$ cat src/rtl/kd_tree_pkg.sv
// Constants, node-word field positions and loader states shared by the KD-tree
// node loader, the internal nodes and the tree top.
package kd_tree_pkg;

    localparam int DATA_WIDTH    = 55;
    localparam int STORAGE_WIDTH = 22;
    localparam int COMP_WIDTH    = 11;
    localparam int NUM_DIMS      = DATA_WIDTH / COMP_WIDTH;
    localparam int NUM_NODES     = 31;

    // Node word layout: signed median in the upper field, dimension index below.
    localparam int MEDIAN_MSB = STORAGE_WIDTH - 1;
    localparam int MEDIAN_LSB = COMP_WIDTH;
    localparam int INDEX_MSB  = COMP_WIDTH - 1;
    localparam int INDEX_LSB  = 0;

    typedef enum logic [1:0] {
        LOADER_IDLE = 2'd0,
        LOADER_LOAD = 2'd1,
        LOADER_DONE = 2'd2
    } loader_state_e;

endpackage

$ cat src/rtl/kd_tree_node_loader_wen_decoder.sv
// Turns the loader's current node address plus a write strobe into a
// registered one-hot write enable, one bit per internal node.
module node_wen_decoder #(
    parameter int NUM_NODES  = 31,
    parameter int ADDR_WIDTH = 5
) (
    input  logic                  clk,
    input  logic                  rst_n,
    input  logic                  wr_i,
    input  logic [ADDR_WIDTH-1:0] addr_i,
    output logic [NUM_NODES-1:0]  wen_o
);

    logic [NUM_NODES-1:0] wen_d;
    logic [NUM_NODES-1:0] wen_q;

    // One comparator per node; at most one can match a given address.
    generate
        for (genvar gi = 0; gi < NUM_NODES; gi++) begin : g_dec
            assign wen_d[gi] = wr_i && (addr_i == ADDR_WIDTH'(gi));
        end
    endgenerate

    // Output flop so every node sees a clean, single-cycle strobe.
    always_ff @(posedge clk) begin
        if (!rst_n) begin
            wen_q <= '0;
        end else begin
            wen_q <= wen_d;
        end
    end

    assign wen_o = wen_q;

endmodule

$ cat src/rtl/kd_tree_node_loader.sv
// Streams breadth-first node words into the KD-tree internal nodes: each
// accepted word is broadcast on wdata with a one-hot wen to its node, and a
// done pulse marks the end of a complete load.
module kd_tree_node_loader #(
    parameter int STORAGE_WIDTH = kd_tree_pkg::STORAGE_WIDTH,
    parameter int COMP_WIDTH    = kd_tree_pkg::COMP_WIDTH,
    parameter int NUM_DIMS      = kd_tree_pkg::NUM_DIMS,
    parameter int NUM_NODES     = kd_tree_pkg::NUM_NODES,
    parameter int ADDR_WIDTH    = $clog2(NUM_NODES)
) (
    input  logic                     clk,
    input  logic                     rst_n,
    input  logic                     start,
    input  logic                     in_valid,
    output logic                     in_ready,
    input  logic [STORAGE_WIDTH-1:0] in_data,
    output logic [NUM_NODES-1:0]     wen,
    output logic [STORAGE_WIDTH-1:0] wdata,
    output logic [ADDR_WIDTH-1:0]    node_addr,
    output logic                     busy,
    output logic                     done,
    output logic                     err_index
);

    import kd_tree_pkg::*;

    loader_state_e              state_q, state_d;
    logic [ADDR_WIDTH-1:0]      addr_q, addr_d;
    logic [STORAGE_WIDTH-1:0]   wdata_q, wdata_d;
    logic                       err_q, err_d;

    logic                       accept;
    logic                       index_ok;
    logic                       last_word;

    assign in_ready  = (state_q == LOADER_LOAD);
    assign accept    = in_valid && in_ready;
    assign index_ok  = (in_data[INDEX_MSB:INDEX_LSB] < COMP_WIDTH'(NUM_DIMS));
    assign last_word = (addr_q == ADDR_WIDTH'(NUM_NODES - 1));

    // State, address, data and error registers.
    always_ff @(posedge clk) begin
        if (!rst_n) begin
            state_q <= LOADER_IDLE;
            addr_q  <= '0;
            wdata_q <= '0;
            err_q   <= 1'b0;
        end else begin
            state_q <= state_d;
            addr_q  <= addr_d;
            wdata_q <= wdata_d;
            err_q   <= err_d;
        end
    end

    // Next-state logic: every accepted word advances the address, but only
    // words with an in-range dimension index replace the broadcast data.
    always_comb begin
        state_d = state_q;
        addr_d  = addr_q;
        wdata_d = wdata_q;
        err_d   = err_q;
        case (state_q)
            LOADER_IDLE: begin
                if (start) begin
                    state_d = LOADER_LOAD;
                    addr_d  = '0;
                    err_d   = 1'b0;
                end
            end
            LOADER_LOAD: begin
                if (accept) begin
                    addr_d = last_word ? '0 : addr_q + ADDR_WIDTH'(1);
                    if (index_ok) begin
                        // Median bits travel untouched; only the node interprets their sign.
                        wdata_d = {in_data[MEDIAN_MSB:MEDIAN_LSB], in_data[INDEX_MSB:INDEX_LSB]};
                    end else begin
                        err_d = 1'b1;
                    end
                    if (last_word) begin
                        state_d = LOADER_DONE;
                    end
                end
            end
            LOADER_DONE: begin
                state_d = LOADER_IDLE;
            end
            default: begin
                state_d = LOADER_IDLE;
            end
        endcase
    end

    node_wen_decoder #(
        .NUM_NODES  (NUM_NODES),
        .ADDR_WIDTH (ADDR_WIDTH)
    ) u_wen_decoder (
        .clk    (clk),
        .rst_n  (rst_n),
        .wr_i   (accept && index_ok),
        .addr_i (addr_q),
        .wen_o  (wen)
    );

    assign wdata     = wdata_q;
    assign node_addr = addr_q;
    assign busy      = (state_q == LOADER_LOAD);
    assign done      = (state_q == LOADER_DONE);
    assign err_index = err_q;

endmodule

$ cat config.mk
export PLATFORM = sky130hd
export DESIGN_NAME = kd_tree_node_loader
export DESIGN_NICKNAME = d
export VERILOG_FILES = /design/src/rtl/kd_tree_pkg.sv /design/src/rtl/kd_tree_node_loader_wen_decoder.sv /design/src/rtl/kd_tree_node_loader.sv
export SDC_FILE = /design/constraint.sdc
export NUM_CORES = 1
export LEC_CHECK = 0
export CELL_PAD_IN_SITES_DETAIL_PLACEMENT = 0
export CELL_PAD_IN_SITES_GLOBAL_PLACEMENT = 1
export CORE_UTILIZATION = 31
export DETAILED_ROUTE_END_ITERATION = 10
export HOLD_SLACK_MARGIN = 0.08
export PLACE_DENSITY = 0.75
export SLEW_MARGIN = 10
export SYNTH_ARGS = -nofsm -noshare
export SYNTH_HDL_FRONTEND = slang
export SYNTH_SLANG_ARGS = --single-unit
$ cat constraint.sdc
create_clock -name clk -period 2.6 [get_ports clk]
set_input_delay 0.52 -clock clk [delete_from_list [all_inputs] [get_ports clk]]
set_output_delay 0.52 -clock clk [all_outputs]
set_load 0.05 [all_outputs]
## Yosys cells after proc, flatten, opt, wreduce, memory -nomap -nowiden

Cells that the tools add are included.

| operators by class | value |
|---|---|
| magnitude comparators | 1 |
| equality and inequality tests | 36 |
| reductions and logical operators | 40 |
| muxes and demuxes | 12 |
| $add $sub $neg | 1 |

Operators with widths:

| kind | count |
|---|---|
| equality test 5 bit, second input constant | 15 |
| equality test 5 x 4 -> 1 bit, second input constant | 8 |
| logical AND 1 bit | 33 |
| equality test 5 x 3 -> 1 bit, second input constant | 4 |
| two-way mux 5 bit | 3 |
| less-than comparator 11 x 3 -> 1 bit, second input constant | 1 |
| equality test 5 x 2 -> 1 bit, second input constant | 2 |
| case mux 5 bit (2 select lines) | 1 |
| AND reduction 3 bit | 3 |
| two-way mux 2 bit | 3 |
| adder 5 x 1 -> 5 bit, second input constant | 1 |
| equality test 5 x 1 -> 1 bit, second input constant | 1 |
| logical NOT 5 bit | 1 |
| != test 2 x 1 -> 1 bit, second input constant | 2 |
| != test 2 bit, second input constant | 2 |
| case mux 2 bit (2 select lines) | 1 |
| AND reduction 4 bit | 1 |
| two-way mux 1 bit | 3 |
| equality test 2 x 1 -> 1 bit, second input constant | 1 |
| equality test 2 bit, second input constant | 1 |
| logical NOT 2 bit | 1 |
| case mux 1 bit (2 select lines) | 1 |
| nonzero test 2 bit | 1 |

| word-level totals | value |
|---|---|
| logic and storage cells | 95 |
| output and inout bits | 62 |
| register bits | 61 |
| input port bits | 26 |

## Depth between registers and ports, before layout

| logic depth | value |
|---|---|
| depth in word-level cells | 4 |
| gate-level depth with buffers | 7 |

## Cells and area by module

Synthesis repeated with hierarchy kept, for this count alone.

| second synthesis, totals | value |
|---|---|
| cell total of the unflattened synthesis | 206 |
| area, all modules | 2,128.3 um2 |

By module, submodules not included:

| module | area an instance (um2) | times used | cells each |
|---|---|---|---|
| kd_tree_node_loader | 1,282.5 | 1 | 131 |
| node_wen_decoder | 845.8 | 1 | 75 |

## Least setup slack after synthesis

No wires, ideal clock.

| timing | value |
|---|---|
| path kind | input-to-reg |
| from | input in_data[3] |
| to | register wdata_q[10], in the netlist wdata[10] |
| data arrival time | 2.025 ns |
| path buffers | 2 |
| stages on the path | 5 |
| data required time | 2.484 ns |
| path slack | 0.460 ns |
| cell sequence | or4_1 or4b_1 buf_2 buf_6 and3_1 |

| on the way | value |
|---|---|
| cells in the longest elaborated chain, start to end | 2 |

RTL lines:

| item | line | source |
|---|---|---|
| from (decl) | kd_tree_node_loader.sv:16 | `input logic [STORAGE_WIDTH-1:0] in_data,` |
| less-than comparator 11 x 3 -> 1 bit | kd_tree_node_loader.sv:38 | `assign index_ok = (in_data[INDEX_MSB:INDEX_LSB] < COMP_WIDTH'(NUM_DIMS));` |
| AND reduction 3 bit (no source line) | n/a |  |
| to (signal assigned) | kd_tree_node_loader.sv:51 | `wdata_q <= wdata_d;` |
| to (decl) | kd_tree_node_loader.sv:29 | `logic [STORAGE_WIDTH-1:0] wdata_q, wdata_d;` |

Every way passes these cells.
A chain may end at the register's enable or synchronous reset.

## Worst setup path in the final report

| timing | value |
|---|---|
| from | register state_q[0] |
| to | output busy |

| on the way | value |
|---|---|
| cells in the longest elaborated chain, start to end | 1 |

RTL lines:

| item | line | source |
|---|---|---|
| from (decl) | kd_tree_node_loader.sv:27 | `loader_state_e state_q, state_d;` |
| from (signal assigned) | kd_tree_node_loader.sv:49 | `state_q <= state_d;` |
| equality test 2 x 1 -> 1 bit | kd_tree_node_loader.sv:107 | `assign busy = (state_q == LOADER_LOAD);` |
| to (decl) | kd_tree_node_loader.sv:20 | `output logic busy,` |

Every way passes these cells.

==> results.tsv <==
stage	metric	value	unit
placement	Port Buf Inserts	87	
die	Top Ports	88	
yosys	top post-synthesis cells by area	dfxtp_1, nand2_1, nor3_1	
timing	crit share post-route	94.0	%
routing	DR vias/cell	4.63	
timing	setup violators final	0	
critical_path	arrival time at the worst endpoint	1920	ps
global_routing	gr usage total	14.5	%
yosys	Simple-Gate Fraction of Synth Area	23.7	%
yosys	#FFs+latches synth	61	
clocking	root buf cell	clkbuf_8	
yosys	Top FF cell, synth	dfxtp_1	
critical_path	worst path required time	2080	ps
yosys	Yosys top cell area share	56.5	%
pwr	pwr dens	604	nW/um^2
routing	# DRC	0	
timing	RSZ-0062 raised after global routing	no	
placement	DP Worst Slack	-128	ps
routing	WL final	5.16	mm
timing	final setup TNS	0	ps
timing	final hold vios	0	
timing	slew at the pin with the worst max-slew slack	542	ps
critical_path	Crit Path Category	register to primary output	
yosys	XOR/XNOR share of the synthesized area	0	%
timing	Relative slew margins	63.8	%
pwr	Leak	0.00129	uW
routing	top layer in use	met4	
clocking	CTS Hold Buffers Added	0	
clocking	maximum buffer depth of the clock tree	2	
yosys	post-synth top area cell	dfxtp_1	
critical_path	worst r2r path cells	4	
routing	Initial DRT Pass Iterations	4	
timing	final setup margin	155	ps
flow_run	MaxCap Viol Count	0	
yosys	Synth Area in Adders	2.90	%
yosys	Compound-Gate Fraction of Synth Area	4.11	%
routing	met2 wire length	2.41	mm
global_routing	total congestion overflow	0	
die	Die Ht	85.5	um
clocking	post_cts resized	0	
yosys	synthesis warning total	0	
routing	initial drt markers	66	
worst_hold_path	Hold WC Path Type	register to register	
clocking	CTS buffer count	9	
pwr	worst vdd ir	215	uV
finish	layout cell share with drive strength beyond 1	8.06	%
yosys	Post-Synthesis Cell Area	2160	sq um
global_routing	vias in the first global route	1656	
finish	Post-Layout Cell Count	390	
critical_path	startpoint types	register	
finish	Diodes inserted	0	
placement	placed cells	374	
routing	wl on met1	2.42	mm
yosys	Synth cell types	35	
global_routing	largest net degree at the start of global routing	39	
yosys	mux share of post-synthesis cell area	6.95	%
routing	DR WL met3	238	um
routing	via count	1805	
routing	antenna-violating nets left	0	
worst_hold_path	Hold Path Stages	2	
clocking	Clock transition at path regs	70	ps
timing	clock skew	8.01	ps
die	CORE AREA	6760	sq um
critical_path	Worst Setup End Kind	primary output	
clocking	Clock Sinks	61	
clocking	worst skew pair latency	330	ps
yosys	Mapped Cells	219	
clocking	CTS tree	done	
global_routing	first-pass GRT wire length	8.00	mm
finish	final net count	336	
die	die width	85.5	um
critical_path	Reg2Reg Setup Slack	690	ps
finish	Syn-to-layout area delta	52.6	%
yosys	Mapped Nets	250	
yosys	EDFF count, synth	0	
die	Rows	30	
placement	GP Congestion	0.741	
yosys	Post-Syn Area per Cell	9.87	sq um
timing	Slew Limit Fails	0	
die	die area	7310	sq um
die	Initial Utilization	32.0	%
placement	Post-DP HPWL	3.74	mm
global_routing	initial antenna violation count	0	
clocking	setup bufs post-CTS	0	
clocking	H-tree levels	3	
critical_path	Crit Path Max Fanout	9	
yosys	main combinational cell family by area after synthesis	simple AND/OR/NAND/NOR gates	
timing	crit path time final	2440	ps
yosys	Synth async-reset ratio	0	%
timing	fmax	0.409	GHz
outcome	status	complete, no violations	
routing	per-cell routed wire length	13.2	um
yosys	register area share after synthesis	56.5	%
## kinds of logic after synthesis
logic type,Yosys count
AO/OA/AOI/OAI,13
adder cells (fa/ha/maj),5
buffers and inverters,22
flip-flops,61
multiplexers,15
AND/OR/NAND/NOR,103
## final timing paths
| check | from | endpoint |
|---|---|---|
| min reg2reg | wdata[20] | wdata[20] |
| max | state_q[0] | busy |
| min | wdata[20] | wdata[20] |
| max reg2reg | state_q[0] | u_wen_decoder.wen_o[6] |
## flip-flops by register name, summed over array words and instances, names as in the netlist
signal and cells:
u_wen_decoder.wen_o 31, wdata 22, node_addr 5, state_q 2, err_index 1
## cells in the mapped netlist, types with 2 or more instances
cell       n
ha_1       5
nand2_1   42
nor2b_1    3
clkbuf_1   7
buf_6      5
nand3_1    3
mux2i_1   15
o21ai_0    3
or4_1      3
buf_1      2
nor3_1    31
nand4_1    2
and3_1     9
buf_2      2
dfxtp_1   61
inv_1      5
a21oi_1    3
## stage by stage
stage / hold slack (ps) / utilization, % / power (uW) / area, sq um
floorplan: 570 / - / 1020 / 2160
global placement: 445 / 45.5 / 1080 / 3070
detailed placement: 452 / 45.5 / 1080 / 3070
CTS: 462 / 48.8 / 2010 / 3300
global route: 482 / 48.8 / 2060 / 3300
finish: 459 / 48.8 / 1990 / 3300
## worst max-delay path, cell delays in order (launching register included)
cell and delay (ps):
dfxtp_1 470, nor2b_1 280, clkdlybuf4s50_1 850
## cells in the final DEF (no fill, tap or decap), types with 2 or more instances in the layout
cell,count
mux2i_1,15
and3_1,9
nand3_1,3
buf_4,4
clkbuf_8,10
or4_1,3
nor2b_1,3
clkinv_2,2
nor3_1,31
ha_1,5
nand4_1,2
a21oi_1,3
inv_1,5
o21ai_0,3
bufinv_16,2
nand2_1,42
clkdlybuf4s50_1,87
dfxtp_1,61
## where the power goes
group          switching [uW]  internal, uW
sequential               6.72           938
combinational            56.7          57.4
clock                     368           564
total                     432          1560
## per-layer routing
metal  vias to the layer above  global-route usage (%)
li1                        916                       -
met1                       824                    18.5
met2                        58                    22.7
met3                         7                    2.98
met4                         0                    8.64
met5                         -                       0
## final cells by class
cell class / count / area [sq um]
inverters: 5 / 18.8
flip-flops and latches: 61 / 1220
clock inverters: 6 / 86.3
repair buffers: 92 / 921
well taps: 80 / 100
fillers: 651 / 3460
clock buffers: 10 / 138
multi-input cells: 136 / 813
Power figures use the tool's default switching activity.
==> RTL edit 1: new RTL, same settings <==
The 3 states of `loader_state_e` get a one-hot encoding in 3 bits.
--- a/src/rtl/kd_tree_pkg.sv
+++ b/src/rtl/kd_tree_pkg.sv
@@ -16,6 +16,6 @@
 
-    typedef enum logic [1:0] {
-        LOADER_IDLE = 2'd0,
-        LOADER_LOAD = 2'd1,
-        LOADER_DONE = 2'd2
+    typedef enum logic [2:0] {
+        LOADER_IDLE = 3'b001,
+        LOADER_LOAD = 3'b010,
+        LOADER_DONE = 3'b100
     } loader_state_e;
Check against the original RTL: same outputs for any inputs over 10 cycles, from zero or initial values and one cycle with rst_n low; not proved beyond that.
==> RTL edit 1 against the unedited design <==
Fmax is 6.0% higher; global-route usage increased by 0.12 points; critical path type unchanged; hold slack worse by 0.0065 ns; routed wire length fell by 6.9%; sequential power rose by 2%; worst setup slack gained 0.14 ns; sequential cell count up 1; utilization grew 2.0 points; non-clock buffer count stayed put; area after synthesis is 5.4% lower; total power shrank 0.39%; cell area down 2.2%; clock power fell by 1%; highest routed layer unchanged.
==> RTL edit 1: results (changes against the unedited design) <==
[clock_network]
clk_path_buf_depth=2  ; unchanged
cts_inserted_buffers=9  ; unchanged
post_cts_buffers=0  ; unchanged
clock_latency_ns=0.33  ; about the same

[global_route]
grt_first_pass_wirelength_mm=7.91  ; -1.0%
grt_pass1_vias=1647  ; -0.54%
grtUsageMet2_pct=22.0  ; -0.71 points
use_met1_pct=18.3  ; -0.15 points
grt.total_usage_pct=14.6  ; +0.12 points
grt_max_degree=23  ; -41%
grt_use_met3_pct=5.86  ; +2.9 points

[critical_path]
cp_max_fo=8  ; -1
max_stage_delay_ns=0.53  ; -0.32 ns
r2r.worst_path.cells=5  ; +1
cpMaxStageDelayCell=dlygate4sd2_1
crit_family=buffers and inverters
worst_ep_arrival_time_ns=1.79  ; -0.13 ns

[place]
port_buffers=87  ; unchanged
place.gp.congestion=0.737  ; -0.62%
hpwlAfterDp_mm=3.56  ; -4.8%

[routing]
drt_iter0_drc=54  ; -18%
drtPass1Iterations=4  ; unchanged
wire_per_inst_um=12.2  ; -7.6%
via_count=1786  ; -1.1%

[power_and_ir_drop]
vdd_drop_max_uv=380  ; +76%
p_leak_uw=0.00119  ; -7.8%

[layout]
largest_reg_flops=31  ; unchanged
nFillCells=603  ; -7.4%
layout-drive-gt1-share_pct=8.23  ; +0.16 points
nets=342  ; +1.8%

[logic_synthesis]
yosys-top-cells-area=dfxtp_1 61%, nor2_1 6.6%, nand2_1 6.4%, a21oi_1 4.4%, and3_1 3.4%
syn_nets=248  ; -0.80%
ys_seq_area_share_pct=60.7  ; +4.2 points
async_flop_share_pct=0  ; unchanged
ys_warn_count=0  ; unchanged
synthDistinctLibCells=32  ; -8.6%
yosys-top-cells-count=62 x dfxtp_1, 36 x nor2_1, 35 x nand2_1

[run_status]
status=complete, no violations

[min_path]
hold_path_class=register to register
worstHoldPathCells=2  ; unchanged

[sta]
fin_skew_ns=0.00560  ; -0.00242 ns
worstMarginPinSlew_ns=0.525  ; -0.0168 ns

==> RTL edit 1: path summary, 6_finish.rpt <==
path	from	endpoint	slack, ns
worst min-delay path	wdata[0]	wdata[0]	0.45
worst max register to register	node_addr[1]	node_addr[4]	0.76
worst max-delay path	state_q[1]	busy	0.29
worst min register to register	wdata[0]	wdata[0]	0.45
==> RTL edit 1: routing by layer <==
layer	vias up	wire (µm)
met5	-	0
met4	0	58
met3	6	320
met2	59	2220
met1	813	2210
li1	908	-
==> RTL edit 1: per-stage QoR <==
stage               util (%)  area [µm²]  cells  total power [µW]  setup WS, ns
CTS                     50.8        3230    393              2010         0.256
floorplan                  -        2040    217              1030         0.551
finish                  50.8        3230    393              1980         0.293
detailed placement      47.3        3010    377              1090         0.365
global placement        47.3        3010    377              1090         0.384
global route            50.8        3230    393              2060         0.190
==> RTL edit 1: cells by family (layout without fill, tap and decap cells) <==
family,Yosys count,in the layout,synth area share (%)
buffers and inverters,14,113,3.00
xor gates and xnor gates,2,2,0.857
adders and majority gates,5,5,3.06
DFF,62,62,60.7
AOI/OAI and AO/OA,27,27,7.04
and+or+nand+nor,107,107,25.3
==> RTL edit 1: what timing repair did <==
action                                  4_1_cts  5_1_grt
endpoints found under the setup margin        2        0
endpoints found under the hold margin         0        0
resized for setup                             2        0
==> RTL edit 1: area by class of cell <==
cell class              instances  area share, %
clock buffers                   9           3.84
clock inverters                 7           3.06
flip-flops and latches         62           38.5
well taps                      77           2.99
inverters                       5          0.582
repair buffers                 92           28.1
multi-input cells             141           23.0
==> RTL edit 1: power breakdown <==
group          switching (µW)  total [µW]  internal, µW
sequential               6.79         961           954
clock                     379         921           542
combinational            47.6         102          54.2
total                     433        1980          1550
==> RTL edit 2: new RTL, config.mk and constraints unchanged <==
Made on the original files. `NUM_NODES` is set to 31 in 2 places; all go to 62.
--- a/src/rtl/kd_tree_pkg.sv
+++ b/src/rtl/kd_tree_pkg.sv
@@ -8,3 +8,3 @@
     localparam int NUM_DIMS      = DATA_WIDTH / COMP_WIDTH;
-    localparam int NUM_NODES     = 31;
+    localparam int NUM_NODES     = 62;
 
--- a/src/rtl/kd_tree_node_loader_wen_decoder.sv
+++ b/src/rtl/kd_tree_node_loader_wen_decoder.sv
@@ -3,3 +3,3 @@
 module node_wen_decoder #(
-    parameter int NUM_NODES  = 31,
+    parameter int NUM_NODES  = 62,
     parameter int ADDR_WIDTH = 5
Interface: changed (resized node_addr and wen); port bits go from 88 to 120. No check against the original RTL was run, so the function may have changed too.
==> RTL edit 2 against the unedited design <==
Total power up 23%; worst setup slack worse by 0.033 ns; routed wire length up 48%; fmax down 1.3%; cell area up 37%; global-route usage up 1.2 points; register-to-register slack better by 0.03 ns; area after synthesis up 41%; cell count up 40%; critical path type unchanged; clock power down 2%; critical path depth unchanged; non-clock buffer count up 34; sequential cell count up 32.
==> RTL edit 2: results (changes against the unedited design) <==
[run_status]
status=complete, no violations

[routing]
via_per_inst=4.59  ; -0.81%
dr_wl_met3_um=736  ; +210%
drt_iter0_drc=164  ; +150%
drt-met1-wl_mm=3.36  ; +39%
routed_wl_mm=7.65  ; +48%
wl_met2_mm=3.49  ; +45%

[critical_path]
reg2reg_from=node_addr[1]
worstReg2RegEnd=node_addr[4]
r2r_slack_ns=0.72  ; +0.03 ns
max_stage_delay_ns=0.85  ; about the same
worst_ep_arrival_time_ns=1.96  ; +0.04 ns

[layout]
seq_area_share_pct=41.2  ; +4.2 points
clkbuf_count=9  ; -1
layout-drive-gt1-share_pct=6.46  ; -1.6 points
final_cells=547  ; +40%
multi_input_gates=179  ; +32%
nFillCells=941  ; +45%
nets=443  ; +32%
nonClkBufAreaFrac_pct=27.5  ; -0.41 points
layout.non_clock_inverters=4  ; -1
clkCellAreaFrac_pct=4.23  ; -2.6 points
largest_reg_flops=62  ; +100%
seq_cells=93  ; +52%
multi_input_area_um2=1050  ; +29%
n_all_buffers=126  ; +37%

[place]
placed_cells=531  ; +42%
hpwlAfterDp_mm=5.39  ; +44%
port_buffers=119  ; +37%

[logic_synthesis]
synth_top_area_share_pct=61.1  ; +4.5 points
synth_cells=301  ; +37%
yosys-top-cells-count=93 x dfxtp_1, 63 x nor3_1, 43 x nand2_1
synthDistinctLibCells=34  ; -2.9%
ys_seq_area_share_pct=61.1  ; +4.5 points
syn_nets=331  ; +32%
yosys-top-cells-area=dfxtp_1 61%, nor3_1 10%, nand2_1 5.3%, mux2i_1 4.9%, and3_1 1.6%

[power_and_ir_drop]
p_leak_uw=0.00166  ; +28%
vdd_drop_max_uv=290  ; +35%

[global_route]
grt_first_pass_wirelength_mm=12.5  ; +57%
grt_pass1_vias=2513  ; +52%
grtUsageMet2_pct=25.1  ; +2.4 points
grt.total_usage_pct=15.7  ; +1.2 points
grt_max_degree=63  ; +62%

[clock_network]
clock_latency_ns=0.35  ; +0.02 ns
clkSlewWorstSetupHoldPaths_ns=0.10  ; +0.03 ns

[sta]
fin_skew_ns=0.0133  ; +0.00529 ns

[RTL edit 2: cell types whose count changed in the layout (fill, tap and decap cells not counted), sizes merged, moves of 2 or more]
cell and change:
dfxtp +32, o31ai +3, o21ai +2, a221oi +4
clkdlybuf4s50 +32, buf +2, nor4 +3, nor3 +31
inv +2, bufinv -2, nand2b +2
[RTL edit 2: kinds of logic (layout without fill, tap and decap cells)]
logic type / after synthesis / after routing / synth area share (%)
DFF: 93 / 93 / 61.1
muxes: 15 / 15 / 4.92
adders and majority gates: 4 / 4 / 1.64
AOI/OAI and AO/OA: 19 / 19 / 4.39
and+or+nand+nor: 141 / 141 / 23.4
buffers and inverters: 29 / 146 / 4.60
[RTL edit 2: metrics by stage]
stage / hold WS, ns / setup slack, ns / total power (µW) / instance area (µm²)
after floorplan: 0.580 / 0.550 / 1520 / 3050
after global placement: 0.443 / 0.405 / 1570 / 4330
after detailed placement: 0.453 / 0.348 / 1570 / 4330
after CTS: 0.468 / 0.0746 / 2490 / 4520
after global routing: 0.486 / 0.0171 / 2560 / 4520
final: 0.463 / 0.122 / 2450 / 4520
[RTL edit 2: tightest hold or removal path, cell delays in order, from the launching register on]
cell,delay [ns]
dfxtp_1,0.32
nand2_1,0.05
mux2i_1,0.05
[RTL edit 2: worst min-delay path by stage]
stage	cells past startpoint	slack (ns)	endpoint	start
CTS	2	0.47	wdata[12]	wdata[12]
floorplan	2	0.58	node_addr[4]	state_q[1]
finish	2	0.46	wdata[12]	wdata[12]
detailed placement	2	0.45	wdata[12]	wdata[12]
global placement	2	0.44	wdata[13]	wdata[13]
global route	2	0.49	wdata[13]	wdata[13]
[RTL edit 2: power by group]
part / leakage [µW] / internal, µW / switching [µW]
combinational: 0.000809 / 52.2 / 54.1
clock: 0.0000989 / 371 / 541
sequential: 0.000749 / 1430 / 4.22
